==> src/rtl/fpu_mul_arbiter.sv <==
// Round-robin arbiter sharing one FP64 multiplier between NREQ requesters, with a
// fixed-latency tag pipe for result return and a drain/halt sequence. Optional stats: FPU_MUL_ARB_STATS_EN.
module fpu_mul_arbiter #(
    parameter int unsigned NREQ    = 4,
    parameter int unsigned MUL_LAT = 2,
    parameter int unsigned TAGW    = 3
) (
    input  logic                   clk,
    input  logic                   rst_n,
    input  logic [NREQ-1:0]        req_valid,
    input  logic [64*NREQ-1:0]     req_srca,
    input  logic [64*NREQ-1:0]     req_srcb,
    output logic [NREQ-1:0]        req_ready,
    output logic [NREQ-1:0]        rsp_valid,
    output logic [63:0]            rsp_data,
    output logic                   mul_enable,
    output logic [63:0]            mul_srca,
    output logic [63:0]            mul_srcb,
    input  logic [63:0]            mul_dst,
    input  logic                   drain_req,
    output logic                   drained,
    output logic                   busy
`ifdef FPU_MUL_ARB_STATS_EN
    ,
    output logic [31:0]            stat_issue,
    output logic [31:0]            stat_stall
`endif
);

    typedef enum logic [1:0] {
        S_RUN,
        S_DRAIN,
        S_HALT
    } state_t;

    state_t            state;
    state_t            state_nxt;

    logic [TAGW-1:0]   ptr;
    logic [NREQ-1:0]   grant;
    logic [TAGW-1:0]   gidx;
    logic              found;
    logic [63:0]       sel_a;
    logic [63:0]       sel_b;

    logic [TAGW-1:0]   iss_tag;
    logic [MUL_LAT-1:0] tp_v;
    logic [TAGW-1:0]   tp_t [MUL_LAT];

    // Two passes give "first valid at or after ptr, wrapping" without a modulo.
    always_comb begin
        grant = '0;
        gidx  = '0;
        found = 1'b0;
        sel_a = '0;
        sel_b = '0;
        if (state == S_RUN && !drain_req) begin
            for (int unsigned j = 0; j < NREQ; j++) begin
                if (!found && req_valid[j] && j >= 32'(ptr)) begin
                    found    = 1'b1;
                    grant[j] = 1'b1;
                    gidx     = TAGW'(j);
                    sel_a    = req_srca[64*j +: 64];
                    sel_b    = req_srcb[64*j +: 64];
                end
            end
            for (int unsigned j = 0; j < NREQ; j++) begin
                if (!found && req_valid[j] && j < 32'(ptr)) begin
                    found    = 1'b1;
                    grant[j] = 1'b1;
                    gidx     = TAGW'(j);
                    sel_a    = req_srca[64*j +: 64];
                    sel_b    = req_srcb[64*j +: 64];
                end
            end
        end
    end

    assign req_ready = grant;

    always_ff @(posedge clk) begin
        if (!rst_n) begin
            mul_enable <= 1'b0;
            mul_srca   <= '0;
            mul_srcb   <= '0;
            iss_tag    <= '0;
            ptr        <= '0;
        end else begin
            mul_enable <= found;
            if (found) begin
                mul_srca <= sel_a;
                mul_srcb <= sel_b;
                iss_tag  <= gidx;
                ptr      <= (gidx == TAGW'(NREQ - 1)) ? '0 : gidx + 1'b1;
            end
        end
    end

    // The issue register is the cycle before the multiplier; the tag pipe mirrors its MUL_LAT stages.
    always_ff @(posedge clk) begin
        if (!rst_n) begin
            tp_v <= '0;
            for (int unsigned i = 0; i < MUL_LAT; i++) begin
                tp_t[i] <= '0;
            end
        end else begin
            tp_v[0] <= mul_enable;
            tp_t[0] <= iss_tag;
            for (int unsigned i = 1; i < MUL_LAT; i++) begin
                tp_v[i] <= tp_v[i-1];
                tp_t[i] <= tp_t[i-1];
            end
        end
    end

    always_comb begin
        rsp_valid = '0;
        rsp_data  = '0;
        if (tp_v[MUL_LAT-1]) begin
            rsp_data = mul_dst;
            for (int unsigned j = 0; j < NREQ; j++) begin
                if (tp_t[MUL_LAT-1] == TAGW'(j)) begin
                    rsp_valid[j] = 1'b1;
                end
            end
        end
    end

    assign busy = mul_enable | (|tp_v);

    always_ff @(posedge clk) begin
        if (!rst_n) begin
            state <= S_RUN;
        end else begin
            state <= state_nxt;
        end
    end

    always_comb begin
        state_nxt = state;
        case (state)
            S_RUN:   if (drain_req) state_nxt = S_DRAIN;
            S_DRAIN: if (!busy)     state_nxt = S_HALT;
            S_HALT:  if (!drain_req) state_nxt = S_RUN;
            default: state_nxt = S_RUN;
        endcase
    end

    assign drained = (state == S_HALT);

`ifdef FPU_MUL_ARB_STATS_EN
    always_ff @(posedge clk) begin
        if (!rst_n) begin
            stat_issue <= '0;
            stat_stall <= '0;
        end else begin
            if (found && stat_issue != '1) begin
                stat_issue <= stat_issue + 32'd1;
            end
            if ((|(req_valid & ~grant)) && stat_stall != '1) begin
                stat_stall <= stat_stall + 32'd1;
            end
        end
    end
`endif

endmodule

==> config.mk <==
export PLATFORM = sky130hd
export DESIGN_NAME = fpu_mul_arbiter
export DESIGN_NICKNAME = d
export VERILOG_FILES = /design/src/rtl/fpu_mul_arbiter.sv
export SDC_FILE = /design/constraint.sdc
export NUM_CORES = 1
export LEC_CHECK = 0
export ABC_CLOCK_PERIOD_IN_PS = 4050
export BUFFER_PORTS_ARGS = -buffer_cell sky130_fd_sc_hd__buf_4
export CORE_AREA = 2 2 307 309
export DETAILED_ROUTE_END_ITERATION = 6
export DIE_AREA = 0 0 309 311
export GPL_ROUTABILITY_DRIVEN = 0
export PLACE_DENSITY_LB_ADDON = 0.15
export SYNTH_ARGS = -nofsm -noshare
export SYNTH_HDL_FRONTEND = slang
export SYNTH_SLANG_ARGS = --single-unit
==> constraint.sdc <==
create_clock -name clk -period 4.05 [get_ports clk]
set_input_delay 0.2025 -clock clk [delete_from_list [all_inputs] [get_ports clk]]
set_output_delay 0.2025 -clock clk [all_outputs]
set_load 0.03 [all_outputs]
==> flow_summary.toml <==
[worst_hold_path]
whs_path_depth = 3
hp-start = "req_srca[251]"
min_path_type = "in -> reg"
min_to = "mul_srca[59]"

[worst_setup_path]
end_kind = "flip-flop"
r2r_end = "mul_srcb[48]"
path_cells = "nor2b_1 > o21ai_1 > and3_4 > buf_12 > a222oi_1 > dlygate4sd3_1 > a21oi_1"
crit_fanout = 52
cpLargestDelayFamily = "buffers and inverters"
crit_type = "reg -> reg"
crit_buf_inv = 2
ff2ff_path_depth = 7
cp-start-kind = "flip-flop"
critical_path_required_ns = 4.49
critPathLaunch = "ptr[1]"
reg2reg_from = "ptr[1]"
slowest_stage = "and3_4"
worst_ep_arrival_time_ns = 3.45
max_stage_delay_ns = 0.70
path_depth = 7
ff2ff_setup_slack_ns = 1.04

[synth]
synthArstFlopShare_pct = 0
synth_top_area_cell = "dfxtp_1"
synth-seq-cells = 141
ys.flop_type = "dfxtp_1"
syn_inst = 1482
synth.distinct_cells = 41
yosysWarningCount = 0
avgSynthCellArea_um2 = 7.17
synth_edf_count = 0
synthTopCellsByArea = "dfxtp_1 (27%), a21oi_1 (12%), a222oi_1 (11%)"
yosys.area.top_type_share_pct = 26.6
netlist_area_um2 = 10600
ys_seq_area_share_pct = 26.6
synth_nets = 2065

[finish]
final_common_cell = "buf_4"
drive_gt1_share_pct = 35.9
area_growth_pct = 95.9
final_cell_mix = "buf_4 (798), a21oi_1 (259), dlygate4sd3_1 (244), nand2_1 (140), dfxtp_1 (140)"
nets = 2962
utilization_pct = 22.4

[drt]
drtPass1Iterations = 7
wl_mm = 82.4
vias = 16800
vias_per_cell = 4.58
wl_per_cell_um = 22.5
drtAntennaViolNets = 0
drt_iter0_drc = 1442
drc = 5

[timing]
fmax_mhz = 332
finalSetupViolCount = 0
slew_headroom_pct = 25.3
fin_crit_ns = 3.01
fin_worst_skew_ns = 0.0192
tightest_slew_ns = 1.12
slew_viol_final = 0
fin_setup_tns_ns = 0
rsz0062_at_grt = "false"
layout_setup_ws_ns = 1.04
fin_crit_sh_pct = 74.4
hold_violations = 0

[clock_network]
cts_sinks = 141
post_cts_resized = 0
cts_max_level = 4
clk_pin_slew_ns = 0.08
postCtsHoldBufs = 244
cts_tree = "built"
postCtsSetupBuffers = 0
clock_path_buffers = 2
cts_buffers = 17
clkLatencyLatePin_ns = 0.51
cts_root_buf = "clkbuf_16"

[global_routing]
grt_usage_pct = 16.4
first_global_vias = 17700
gr-total-overflow = 0
antenna_found_initial = 10
grt_max_degree = 81
grt_pass1_wl_mm = 118

[placement]
dp_hpwl_mm = 55.0
portBuffers = 785
dp_slack_ns = 1.57

[power]
ir_drop_v = 0.000355
p_comb_share_pct = 42.1
p_per_area_nw_per_um2 = 304
p_sw_uw = 2370
pwr-share-seq_pct = 26.4
p_leak_uw = 0.00858
p_int_uw = 3940
clkPwrFrac_pct = 31.5
swShare_pct = 37.6

[floorplanning]
die_area_um2 = 96100
pin_count = 786
initial_core_util_pct = 11.4
dieWidth_um = 309
fp.dieH_um = 311
rows = 112
core_um2 = 92800

[job]
drv_cap = 0

[outcome]
violations = "DRC"
status = "finished with violations"
cells by family (layout without fill, tap and decap cells):
group / count (synthesis) / after routing / share of synthesized area, %
AO/OA/AOI/OAI: 673 / 673 / 42.6
buffers and inverters: 184 / 1094 / 8.59
flip-flops: 141 / 141 / 26.6
other: 0 / 8 / 0
AND/OR/NAND/NOR: 484 / 484 / 22.2
area by class of cell:
type                       instances  area, um^2
sequential                       141        2830
multi-input combinational       1157        6940
timing repair buffer            1058        8750
clock inverter                    10         210
antenna                            8        20.0
tap                             1254        1570
inverter                           4        15.0
fill                           10400       72000
clock buffer                      22         464
state kept, by name, summed over array words and instances (netlist names):
| register | count |
|---|---|
| mul_srca | 64 |
| mul_srcb | 64 |
| tp_t | 4 |
| iss_tag | 2 |
| ptr | 2 |
| state | 2 |
| tp_v | 2 |
| mul_enable | 1 |
metal layers:
| layer | global-route usage (%) | up-vias | part of all wire, % |
|---|---|---|---|
| li1 | - | 7526 | - |
| met2 | 29.8 | 764 | 52 |
| met5 | 0 | - | 0.016 |
| met4 | 6.43 | 2 | 3.0 |
| met3 | 4.24 | 116 | 7.2 |
| met1 | 17.9 | 8344 | 38 |
worst max path at each step:
stage	end	slack (ns)
2_1_floorplan	req_ready[0]	2.19
3_3_place_gp	mul_srcb[47]	1.56
3_5_place_dp	mul_srcb[29]	1.57
4_1_cts	mul_srca[11]	1.02
5_1_grt	mul_srca[10]	0.88
6_report	mul_srcb[48]	1.04
synthesized netlist by cell type (2+ instances only):
master and instances:
a22o_1 113, inv_1 4, buf_2 36, nand3_1 130, dfxtp_1 141, nor2_1 15
buf_6 19, a21oi_1 259, a22oi_1 16, a21oi_2 2, and2_1 70, a222oi_1 114
clkbuf_1 108, o21ai_0 129, a211oi_1 14, a21o_1 15, nor2b_1 5, nor3_1 114
buf_4 9, and3_1 2, nand2_1 140, buf_1 8
worst min-delay path, stage by stage:
cell and delay (ns):
buf_4 0.08, a222oi_1 0.08, a21oi_1 0.15
power groups by stage:
stage / sequential (uW) / combinational, uW / clock, uW
after CTS: 1670 / 2680 / 2070
final: 1670 / 2660 / 1990
after detailed placement: 1700 / 2390 / 0
after global routing: 1690 / 2850 / 2100
after global placement: 1700 / 2380 / 0
after floorplan: 1960 / 885 / 0
through the flow:
| stage | std cells | hold WS, ns | power [uW] | cell area [um^2] |
|---|---|---|---|---|
| after detailed placement | 3370 | 0.420 | 4090 | 17700 |
| after floorplan | 1482 | 0.365 | 2850 | 10600 |
| final | 3654 | 0.0452 | 6310 | 20800 |
| after global placement | 3370 | 0.424 | 4080 | 17700 |
| after CTS | 3646 | 0.000867 | 6420 | 20800 |
| after global routing | 3652 | 0.0245 | 6640 | 20800 |
(Power assumes the default switching activity.)
